## config.mk

```make
export PLATFORM = sky130hd
export DESIGN_NAME = atm_controlador_param
export DESIGN_NICKNAME = d
export VERILOG_FILES = /design/src/rtl/atm_controlador_param.sv
export SDC_FILE = /design/constraint.sdc
export NUM_CORES = 1
export LEC_CHECK = 0
export CELL_PAD_IN_SITES_DETAIL_PLACEMENT = 0
export CELL_PAD_IN_SITES_GLOBAL_PLACEMENT = 1
export CORE_ASPECT_RATIO = 2
export CORE_UTILIZATION = 25
export DETAILED_ROUTE_END_ITERATION = 8
export PLACE_DENSITY = 0.59
export SLEW_MARGIN = 5
export SYNTH_ARGS = -nofsm -noshare
export SYNTH_HDL_FRONTEND = slang
export SYNTH_SLANG_ARGS = --single-unit
```

## constraint.sdc

```tcl
create_clock -name i_clk -period 5.6 [get_ports i_clk]
set_input_delay 0.84 -clock i_clk [delete_from_list [all_inputs] [get_ports i_clk]]
set_output_delay 0.84 -clock i_clk [all_outputs]
set_load 0.01 [all_outputs]
```

## src/rtl/atm_controlador_param.sv

```systemverilog
// ATM session controller: card detect, serial PIN check with attempt
// lockout, one deposit or withdrawal per session, foreign-card fee,
// inactivity timeout and saturating deposits.
module atm_controlador_param #(
   parameter int unsigned PIN_DIGITS      = 4,
   parameter int unsigned DIGIT_W         = 4,
   parameter int unsigned BAL_W           = 64,
   parameter int unsigned MONTO_W         = 32,
   parameter int unsigned MAX_INTENTOS    = 3,
   parameter int unsigned TIMEOUT_CYC     = 1000,
   parameter int unsigned COMISION        = 2,
   parameter logic [63:0] BALANCE_INICIAL = 64'd1000
) (
   input  logic                          i_clk,
   input  logic                          i_reset,
   input  logic                          i_tarjeta_recibida,
   input  logic                          i_tipo_de_tarjeta,
   input  logic [PIN_DIGITS*DIGIT_W-1:0] i_pin,
   input  logic [DIGIT_W-1:0]            i_digito,
   input  logic                          i_digito_stb,
   input  logic                          i_tipo_trans,
   input  logic [MONTO_W-1:0]            i_monto,
   input  logic                          i_monto_stb,
   output logic [BAL_W-1:0]              o_balance,
   output logic                          o_balance_actualizado,
   output logic                          o_entregar_dinero,
   output logic                          o_fondos_insuficientes,
   output logic                          o_pin_incorrecto,
   output logic                          o_advertencia,
   output logic                          o_bloqueo
);

   localparam int unsigned PIN_W = PIN_DIGITS * DIGIT_W;
   localparam int unsigned CNT_W = $clog2(PIN_DIGITS + 1);
   localparam int unsigned ATT_W = $clog2(MAX_INTENTOS + 1);
   localparam int unsigned TO_W  = $clog2(TIMEOUT_CYC + 1);
   localparam int unsigned EXT_W = BAL_W + 1;

   typedef enum logic [2:0] {
      S_ESPERA  = 3'd0,
      S_PIN     = 3'd1,
      S_TRANS   = 3'd2,
      S_FIN     = 3'd3,
      S_BLOQUEO = 3'd4
   } state_t;

   state_t             r_state, w_state_nxt;
   logic [CNT_W-1:0]   r_cnt, w_cnt_nxt;
   logic [PIN_W-1:0]   r_shift, w_shift_nxt;
   logic [ATT_W-1:0]   r_att, w_att_nxt;
   logic [TO_W-1:0]    r_to, w_to_nxt;
   logic [BAL_W-1:0]   r_bal, w_bal_nxt;
   logic               r_act, w_act_nxt;
   logic               r_ent, w_ent_nxt;
   logic               r_fon, w_fon_nxt;
   logic               r_pinc, w_pinc_nxt;
   logic               r_adv, w_adv_nxt;
   logic               r_blo, w_blo_nxt;

   logic               w_dig_acc, w_mon_acc, w_stb_acc, w_last, w_match;
   logic               w_timeout, w_in_session;
   logic [PIN_W-1:0]   w_shift_in;
   logic [ATT_W-1:0]   w_att_inc;
   logic [EXT_W-1:0]   w_sum, w_cost;

   // Strobe qualification, PIN compare and arithmetic shared by both comb blocks
   always_comb begin
      w_in_session = (r_state == S_PIN) || (r_state == S_TRANS);
      w_dig_acc    = (r_state == S_PIN)   && i_tarjeta_recibida && i_digito_stb;
      w_mon_acc    = (r_state == S_TRANS) && i_tarjeta_recibida && i_monto_stb;
      w_stb_acc    = w_dig_acc || w_mon_acc;
      w_last       = w_dig_acc && (r_cnt == CNT_W'(PIN_DIGITS - 1));
      w_shift_in   = PIN_W'({r_shift, i_digito});
      w_match      = (w_shift_in == i_pin);
      w_att_inc    = r_att + ATT_W'(1);
      w_timeout    = w_in_session && i_tarjeta_recibida && !w_stb_acc &&
                     (r_to == TO_W'(TIMEOUT_CYC - 1));
      w_sum        = {1'b0, r_bal} + EXT_W'(i_monto);
      w_cost       = EXT_W'(i_monto) + (i_tipo_de_tarjeta ? EXT_W'(0) : EXT_W'(COMISION));
   end

   // State register
   always_ff @(posedge i_clk) begin
      if (i_reset) r_state <= S_ESPERA;
      else         r_state <= w_state_nxt;
   end

   // Next-state logic
   always_comb begin
      w_state_nxt = r_state;
      case (r_state)
         S_ESPERA: if (i_tarjeta_recibida) w_state_nxt = S_PIN;
         S_PIN: begin
            if (!i_tarjeta_recibida)                                   w_state_nxt = S_ESPERA;
            else if (w_last && w_match)                                w_state_nxt = S_TRANS;
            else if (w_last && (w_att_inc == ATT_W'(MAX_INTENTOS)))    w_state_nxt = S_BLOQUEO;
            else if (w_timeout)                                        w_state_nxt = S_FIN;
         end
         S_TRANS: begin
            if (!i_tarjeta_recibida)       w_state_nxt = S_ESPERA;
            else if (w_mon_acc || w_timeout) w_state_nxt = S_FIN;
         end
         S_FIN:     if (!i_tarjeta_recibida) w_state_nxt = S_ESPERA;
         S_BLOQUEO: w_state_nxt = S_BLOQUEO;
         default:   w_state_nxt = S_ESPERA;
      endcase
   end

   // Next values of datapath registers and registered outputs
   always_comb begin
      w_cnt_nxt   = r_cnt;
      w_shift_nxt = r_shift;
      w_att_nxt   = r_att;
      w_adv_nxt   = r_adv;
      w_blo_nxt   = r_blo;
      w_bal_nxt   = r_bal;
      w_act_nxt   = 1'b0;
      w_ent_nxt   = 1'b0;
      w_fon_nxt   = 1'b0;
      w_pinc_nxt  = 1'b0;
      w_to_nxt    = '0;
      case (r_state)
         S_ESPERA: begin
            w_cnt_nxt   = '0;
            w_shift_nxt = '0;
         end
         S_PIN: begin
            if (!i_tarjeta_recibida) begin
               w_cnt_nxt   = '0;
               w_shift_nxt = '0;
            end else if (w_dig_acc) begin
               w_shift_nxt = w_shift_in;
               if (w_last) begin
                  w_cnt_nxt = '0;
                  if (w_match) begin
                     w_att_nxt = '0;
                     w_adv_nxt = 1'b0;
                  end else begin
                     w_pinc_nxt = 1'b1;
                     w_att_nxt  = w_att_inc;
                     if (w_att_inc == ATT_W'(MAX_INTENTOS - 1)) w_adv_nxt = 1'b1;
                     if (w_att_inc == ATT_W'(MAX_INTENTOS))     w_blo_nxt = 1'b1;
                  end
               end else begin
                  w_cnt_nxt = r_cnt + CNT_W'(1);
               end
            end
         end
         S_TRANS: begin
            if (w_mon_acc) begin
               if (i_tipo_trans) begin
                  w_bal_nxt = w_sum[BAL_W] ? '1 : w_sum[BAL_W-1:0];
                  w_act_nxt = 1'b1;
               end else if (w_cost <= {1'b0, r_bal}) begin
                  w_bal_nxt = r_bal - BAL_W'(w_cost);
                  w_act_nxt = 1'b1;
                  w_ent_nxt = 1'b1;
               end else begin
                  w_fon_nxt = 1'b1;
               end
            end
         end
         default: ;
      endcase
      // Idle counter restarts on state entry and on every accepted strobe
      if (w_in_session && (w_state_nxt == r_state) && !w_stb_acc)
         w_to_nxt = r_to + TO_W'(1);
   end

   // Datapath and output registers
   always_ff @(posedge i_clk) begin
      if (i_reset) begin
         r_cnt   <= '0;
         r_shift <= '0;
         r_att   <= '0;
         r_to    <= '0;
         r_bal   <= BAL_W'(BALANCE_INICIAL);
         r_act   <= 1'b0;
         r_ent   <= 1'b0;
         r_fon   <= 1'b0;
         r_pinc  <= 1'b0;
         r_adv   <= 1'b0;
         r_blo   <= 1'b0;
      end else begin
         r_cnt   <= w_cnt_nxt;
         r_shift <= w_shift_nxt;
         r_att   <= w_att_nxt;
         r_to    <= w_to_nxt;
         r_bal   <= w_bal_nxt;
         r_act   <= w_act_nxt;
         r_ent   <= w_ent_nxt;
         r_fon   <= w_fon_nxt;
         r_pinc  <= w_pinc_nxt;
         r_adv   <= w_adv_nxt;
         r_blo   <= w_blo_nxt;
      end
   end

   assign o_balance              = r_bal;
   assign o_balance_actualizado  = r_act;
   assign o_entregar_dinero      = r_ent;
   assign o_fondos_insuficientes = r_fon;
   assign o_pin_incorrecto       = r_pinc;
   assign o_advertencia          = r_adv;
   assign o_bloqueo              = r_blo;

endmodule

```

* Yosys cells after proc, flatten, opt, wreduce, memory -nomap -nowiden *
Index checks and enable logic that the tools add are counted.

storage, ports and cells
  register bits = 100
  input bits = 59
  output and inout port bits = 70
  logic and storage cells = 94

operators by class
  $add $sub $neg = 6
  $lt $le $gt $ge = 1
  eq/ne operators = 11
  muxes and demuxes = 27
  bitwise logic cells = 8
  reduce and logical (&&, ||, !) cells = 29

operators with widths
  kind                   number
  $mux 64                3
  $add 64x32->65         1
  $le 33x64->1           1
  $sub 64x33->64         1
  $add 32x2->33          1
  $mux 3                 11
  $mux 12                2
  $pmux 12 s2            1
  $eq 16x16->1           1
  $pmux 3 s5             1
  $logic_and 1x1->1      12
  $add 10x1->10 const B  1
  $eq 10x10->1 const B   1
  $eq 3x2->1 const B     3
  $not 1->1              8
  $mux 1                 6
  $pmux 3 s2             1
  $reduce_and 6->1       1
  $reduce_bool 2->1      3
  $reduce_and 5->1       1
  $reduce_or 5->1        1
  $eq 2x2->1 const B     2
  $mux 2                 2
  $reduce_and 4->1       1
  other kinds (14)       16

* Logic depth before layout (Yosys ltp) *
  word-level depth = 17
  gate-level depth with buffers = 23
  gate-level depth less buffers = 21

* Least setup slack after synthesis *
OpenSTA, ideal clock, no wires.

  path type = input to register
  start point = input port i_tipo_de_tarjeta
  end point = register r_bal[43] (netlist: o_balance[43])
  setup time = 0.117 ns
  data arrival time = 4.786 ns
  required time = 5.483 ns
  slack = 0.697 ns
  stages = 20
  path buffers = 1
  cell sequence = inv_1 -> ha_1 -> and4_1 -> nand2_1 -> nor2_1 -> and4_1 -> clkbuf_1 -> nor2b_1 -> nand2_1 -> xor2_1 -> ha_1 -> a21oi_1 -> o21ai_0 -> a41o_1 -> a221o_1 -> o21ai_1 -> or3b_1 -> o32ai_1 -> mux2i_1 -> nand2_1

on the way
  longest elaborated chain between the ends = 5
  elaborated cells on any way between the ends = 8
  classes of those cells = add/sub: 2; order compare: 1; mux: 3; reduce/logical: 2

ends and longest elaborated chain
  what                                                   RTL line  RTL
  start: declaration                                     17        input logic i_tipo_de_tarjeta,
  $mux 2 (*)                                             79        w_cost = EXT_W'(i_monto) + (i_tipo_de_tarjeta ? EXT_W'(0) : EXT_W'(COMISION));
  $add 32x2->33 (*)                                      79
  $sub 64x33->64 / $le 33x64->1 (equally long branches)  155, 154
  $mux 64 / $reduce_bool 2->1 (equally long branches)    --
  $mux 64 / $reduce_and 3->1 (equally long branches)     --
  end signal: assignment                                 177       r_bal <= BAL_W'(BALANCE_INICIAL);
  end signal: assignment                                 189       r_bal <= w_bal_nxt;
  end: declaration                                       52        logic [BAL_W-1:0] r_bal, w_bal_nxt;

Mark *: on every way between the ends. The rest lies on a longest branch, timed or not. The select of a mux whose other input is x is not followed.
A chain may end at the register's enable or synchronous reset.

* Final worst setup path *
  start point = input port i_monto[1]
  end point = register r_bal[43] (netlist: o_balance[43])

on the way
  longest elaborated chain between the ends = 4
  elaborated cells on any way between the ends = 9
  classes of those cells = add/sub: 3; order compare: 1; mux: 3; reduce/logical: 2

ends and longest elaborated chain
  what                                                   RTL line  RTL
  start: declaration                                     22        input logic [MONTO_W-1:0] i_monto,
  $add 32x2->33                                          79
  $sub 64x33->64 / $le 33x64->1 (equally long branches)  155, 154
  $mux 64 / $reduce_bool 2->1 (equally long branches)    --
  $mux 64 / $reduce_and 3->1 (equally long branches)     --

Parallel ways exist; a longest one is shown, timed or not. The select of a mux whose other input is x is not followed.

==> flow_results.xml <==
<?xml version="1.0" encoding="UTF-8"?>
<metrics>
  <group name="die">
    <metric name="pin_count" unit="">129</metric>
    <metric name="initial_standard_cell_utilization_of_the_core" unit="%">25.50</metric>
    <metric name="die_area" unit="um2">39770</metric>
    <metric name="num_rows" unit="">101</metric>
    <metric name="die_w" unit="um">141.5</metric>
    <metric name="floorplan.die.height" unit="um">281.0</metric>
    <metric name="core_region_area" unit="um2">38160</metric>
  </group>
  <group name="grt">
    <metric name="groute.usage.overall" unit="%">20.71</metric>
    <metric name="use_met3" unit="%">2.130</metric>
    <metric name="global_route.usage.met1" unit="%">18.71</metric>
    <metric name="grt_overflow" unit="">0</metric>
    <metric name="antenna_found_initial" unit="">0</metric>
    <metric name="number_of_global_route_vias_before_repair" unit="">10780</metric>
    <metric name="gr-usage-met2" unit="%">42.23</metric>
    <metric name="busiest_layer" unit="">met2</metric>
    <metric name="largest_net_degree_at_the_start_of_global_routing" unit="">78</metric>
    <metric name="wire_length_of_the_first_global_routing_pass" unit="mm">61.70</metric>
  </group>
  <group name="sta">
    <metric name="max_freq" unit="MHz">190.5</metric>
    <metric name="timing.slew.headroom" unit="%">27.52</metric>
    <metric name="fin_ws" unit="ps">351.2</metric>
    <metric name="finalWorstPathRequiredPeriod" unit="ps">5249</metric>
    <metric name="grt_setup_unrepaired" unit="">false</metric>
    <metric name="transition_time_at_the_pin_with_the_least_slew_margin" unit="ps">1077</metric>
    <metric name="finalMaxSlewViolations" unit="">0</metric>
    <metric name="final-setup-viol-count" unit="">0</metric>
    <metric name="fin_tns_setup" unit="ps">0</metric>
    <metric name="min_period_over_period" unit="%">93.73</metric>
    <metric name="finalHoldViolCount" unit="">0</metric>
    <metric name="fin_worst_hold_slack" unit="ps">459.5</metric>
    <metric name="fin_skew" unit="ps">11.97</metric>
  </group>
  <group name="synthesis">
    <metric name="cell_taking_the_most_area_after_synthesis" unit="">sky130_fd_sc_hd__dfxtp_1</metric>
    <metric name="synthAdderAreaFrac" unit="%">9.540</metric>
    <metric name="synth-edff-count" unit="">0</metric>
    <metric name="synthTopCellsByArea" unit="">sky130_fd_sc_hd__dfxtp_1 21%, sky130_fd_sc_hd__ha_1 9.1%, sky130_fd_sc_hd__a21oi_1 6.3%, sky130_fd_sc_hd__xor2_1 6.3%, sky130_fd_sc_hd__nand2_1 4.9%</metric>
    <metric name="synth_top_family_by_area" unit="">simple AND/OR/NAND/NOR gates</metric>
    <metric name="synth_top_cell_area_share" unit="%">20.57</metric>
    <metric name="warnings_from_yosys" unit="">0</metric>
    <metric name="portion_of_the_post_synthesis_area_used_by_sequential_elements" unit="%">20.57</metric>
    <metric name="synthSimpleGateAreaFrac" unit="%">27.94</metric>
    <metric name="avgSynthCellArea" unit="um2">7.312</metric>
    <metric name="syn-cell-area" unit="um2">9732</metric>
    <metric name="postSynthRegisterBits" unit="">100</metric>
    <metric name="post_synthesis_compound_gate_area_fraction" unit="%">25.22</metric>
    <metric name="synth_mux_area_share" unit="%">1.569</metric>
    <metric name="synth_xor_area_share" unit="%">10.71</metric>
    <metric name="syn-instance-count" unit="">1331</metric>
    <metric name="yosys.cell_types.count" unit="">88</metric>
    <metric name="synth_fp_nets" unit="">1463</metric>
    <metric name="share_of_flip_flops_with_an_asynchronous_set_or_reset_after_synthesis" unit="%">0</metric>
    <metric name="yosys_most_used_dff" unit="">sky130_fd_sc_hd__dfxtp_1</metric>
  </group>
  <group name="layout">
    <metric name="fraction_of_layout_cells_with_a_size_suffix_above_1" unit="%">9.413</metric>
    <metric name="postLayoutCellArea" unit="um2">12400</metric>
    <metric name="ant_diodes" unit="">0</metric>
    <metric name="design.final.nets" unit="">1625</metric>
    <metric name="post-route-util" unit="%">32.48</metric>
    <metric name="instances_no_fill" unit="">2013</metric>
    <metric name="mostFrequentLayoutCells" unit="">126 x sky130_fd_sc_hd__nand2_1, 126 x sky130_fd_sc_hd__clkdlybuf4s50_1, 122 x sky130_fd_sc_hd__a21oi_1</metric>
    <metric name="n_fill_cell" unit="">4239</metric>
    <metric name="area_added_between_synthesis_and_finish" unit="%">27.39</metric>
  </group>
  <group name="clocking">
    <metric name="cts.clk_slew.worst_paths" unit="ps">80</metric>
    <metric name="clock_sink_count" unit="">100</metric>
    <metric name="clk_root_buffer_cell" unit="">sky130_fd_sc_hd__clkbuf_16</metric>
    <metric name="cts_buffers" unit="">9</metric>
    <metric name="ctsHoldBuffers" unit="">0</metric>
    <metric name="htreeDepth" unit="">3</metric>
    <metric name="clock_tree_from_tritoncts" unit="">yes</metric>
    <metric name="clkLatencyLatePin" unit="ps">390</metric>
    <metric name="clock_tree.buffer_depth" unit="">2</metric>
  </group>
  <group name="power_and_ir_drop">
    <metric name="peakVddDrop" unit="mV">0.1321</metric>
    <metric name="power_density" unit="nW/um2">139.6</metric>
    <metric name="power.switching" unit="uW">556.1</metric>
    <metric name="post-layout-total-power" unit="mW">1.731</metric>
    <metric name="power.static_leakage" unit="nW">4.860</metric>
    <metric name="total_internal_power" unit="mW">1.175</metric>
    <metric name="p_clk_share" unit="%">39.0</metric>
    <metric name="share_seq_of_total_power" unit="%">41.2</metric>
    <metric name="sw_frac_of_total" unit="%">32.13</metric>
    <metric name="power_frac_comb" unit="%">19.7</metric>
  </group>
  <group name="setup_path">
    <metric name="arrival" unit="ps">5530</metric>
    <metric name="critPathLaunch" unit="">i_monto[1]</metric>
    <metric name="critical_path.max_fanout" unit="">6</metric>
    <metric name="crit_top_cell" unit="">sky130_fd_sc_hd__nand2_1</metric>
    <metric name="critical_path_s_slowest_cell" unit="">sky130_fd_sc_hd__clkdlybuf4s50_1</metric>
    <metric name="cp_top_family" unit="">compound AO/OA/AOI/OAI gates</metric>
    <metric name="crit_buf_inv" unit="">3</metric>
    <metric name="start_kind" unit="">input port</metric>
    <metric name="worstSetupPathType" unit="">input port to register</metric>
    <metric name="critical_path.endpoint_type" unit="">register</metric>
    <metric name="crit_path_max_incr_delay" unit="ps">510</metric>
    <metric name="critical_path.cell_chain" unit="">clkdlybuf4s50_1 -&gt; ha_1 -&gt; and4_1 -&gt; nand2_1 -&gt; nor2_1 -&gt; and4_1 -&gt; buf_4 -&gt; nor2b_1 -&gt; buf_4 -&gt; nand2_1 -&gt; xor2_1 -&gt; ha_1 -&gt; a21oi_1 -&gt; o21ai_0 -&gt; a41o_1 -&gt; a221o_1 -&gt; o21ai_1 -&gt; or3b_1 -&gt; o32ai_1 -&gt; mux2i_1 -&gt; nand2_1</metric>
    <metric name="critical_path_required" unit="ps">5880</metric>
    <metric name="r2r_start" unit="">o_balance[28]</metric>
  </group>
  <group name="place">
    <metric name="place.port_buffers" unit="">128</metric>
    <metric name="placed_cells" unit="">1997</metric>
    <metric name="detailedPlace.worstSlack" unit="ps">-69.55</metric>
    <metric name="gp_congestion" unit="">0.8804</metric>
    <metric name="post_dp_area" unit="um2">12070</metric>
    <metric name="place.detailed.hpwl" unit="mm">33.27</metric>
  </group>
  <group name="worst_hold_path">
    <metric name="holdCritPathClass" unit="">register to register</metric>
    <metric name="holdCritStartpoint" unit="">r_cnt[1]</metric>
  </group>
  <group name="drt">
    <metric name="drc" unit="">0</metric>
    <metric name="drt-initial-drc-count" unit="">499</metric>
    <metric name="wire_per_inst" unit="um">20.28</metric>
    <metric name="drt-total-wl" unit="mm">40.82</metric>
    <metric name="drt_first_pass_iters" unit="">5</metric>
    <metric name="route.vias.total" unit="">10683</metric>
    <metric name="viasPerCell" unit="">5.307</metric>
    <metric name="postRouteAntennaNets" unit="">0</metric>
  </group>
  <group name="run">
    <metric name="timing.max_cap.violations" unit="">0</metric>
  </group>
  <group name="outcome">
    <metric name="result_of_the_run" unit="">completed</metric>
  </group>
</metrics>
## routing by layer
metal  part of all wire (%)  wire length [um]
met1                     34             14010
met4                    6.4              2624
met2                     57             23110
met5                      0                 0
met3                    2.7              1086
## flip-flops by register name, indices dropped and copies added (netlist names)
signal                  cells
o_advertencia               1
o_balance                  64
o_balance_actualizado       1
o_bloqueo                   1
o_entregar_dinero           1
o_fondos_insuficientes      1
o_pin_incorrecto            1
r_att                       2
r_cnt                       3
r_shift                    12
r_state                     3
r_to                       10
## tightest hold or removal path, cell delays in order, from the launching register on
cell and delay [ps]:
sky130_fd_sc_hd__dfxtp_1 320, sky130_fd_sc_hd__nand2_1 50, sky130_fd_sc_hd__a21oi_1 50
## kinds of logic after synthesis
kind of cell	count (synthesis)
xor+xnor	119
simple gates	538
flops	100
fa+ha+maj	73
mux	15
buf+inv	104
compound gates	382
## power by group through the flow
stage | sequential, mW | combinational [mW] | clock (mW)
detailed placement | 0.731 | 0.341 | 0
global placement | 0.731 | 0.340 | 0
finish | 0.714 | 0.341 | 0.676
CTS | 0.714 | 0.343 | 0.707
floorplan | 0.730 | 0.201 | 0
global route | 0.714 | 0.373 | 0.724
## cells in the mapped netlist, types with 3 or more instances
cell and number:
sky130_fd_sc_hd__and3_1 35, sky130_fd_sc_hd__and4_1 11, sky130_fd_sc_hd__a211o_1 3, sky130_fd_sc_hd__xnor2_1 49, sky130_fd_sc_hd__and2_1 13, sky130_fd_sc_hd__clkbuf_1 48, sky130_fd_sc_hd__nand2b_1 7, sky130_fd_sc_hd__nor2b_1 10
sky130_fd_sc_hd__a31oi_1 15, sky130_fd_sc_hd__ha_1 71, sky130_fd_sc_hd__a211oi_1 23, sky130_fd_sc_hd__a21oi_1 123, sky130_fd_sc_hd__o2bb2ai_1 3, sky130_fd_sc_hd__o31ai_1 6, sky130_fd_sc_hd__nand3b_1 6, sky130_fd_sc_hd__nand3_1 71
sky130_fd_sc_hd__a21boi_0 6, sky130_fd_sc_hd__buf_2 13, sky130_fd_sc_hd__mux2i_1 13, sky130_fd_sc_hd__nand4_1 31, sky130_fd_sc_hd__nor3_1 43, sky130_fd_sc_hd__o211a_1 4, sky130_fd_sc_hd__a41o_1 4, sky130_fd_sc_hd__inv_1 34
sky130_fd_sc_hd__dfxtp_1 100, sky130_fd_sc_hd__o211ai_1 15, sky130_fd_sc_hd__o21ai_0 66, sky130_fd_sc_hd__nor4_1 21, sky130_fd_sc_hd__o21a_1 20, sky130_fd_sc_hd__xor2_1 70, sky130_fd_sc_hd__buf_6 3, sky130_fd_sc_hd__a21o_1 23
sky130_fd_sc_hd__a31o_2 5, sky130_fd_sc_hd__nand2_1 126, sky130_fd_sc_hd__o22ai_1 12, sky130_fd_sc_hd__o41ai_1 4, sky130_fd_sc_hd__o21bai_1 7, sky130_fd_sc_hd__a311oi_1 5, sky130_fd_sc_hd__o21ai_1 6, sky130_fd_sc_hd__or3_1 14
sky130_fd_sc_hd__buf_1 4, sky130_fd_sc_hd__nor2_1 121, sky130_fd_sc_hd__a22oi_1 3, sky130_fd_sc_hd__nor3b_1 5
## cell type report
cell class                 instances  area [um2]  area share (%)
clock inverter                     7       78.83          0.6358
clock buffer                       9       225.2           1.817
inverter                          35       131.4           1.060
timing repair buffer             220        1999           16.13
multi-input combinational       1127        7316           59.01
tap                              515       644.4           5.198
sequential                       100        2002           16.15
## path summary, 6_finish.rpt
path / endpoint / slack (ps) / cells past startpoint
max: o_balance[43] / 350 / 21
min: r_cnt[1] / 460 / 2
max reg2reg: o_balance[61] / 1760 / 10
min reg2reg: r_cnt[1] / 460 / 2
## what timing repair did
item | in CTS | in global routing
endpoints found under the setup margin | 0 | 8
resized for setup | 0 | 6
buffers inserted | 0 | 0
Power figures use the tool's default switching activity.
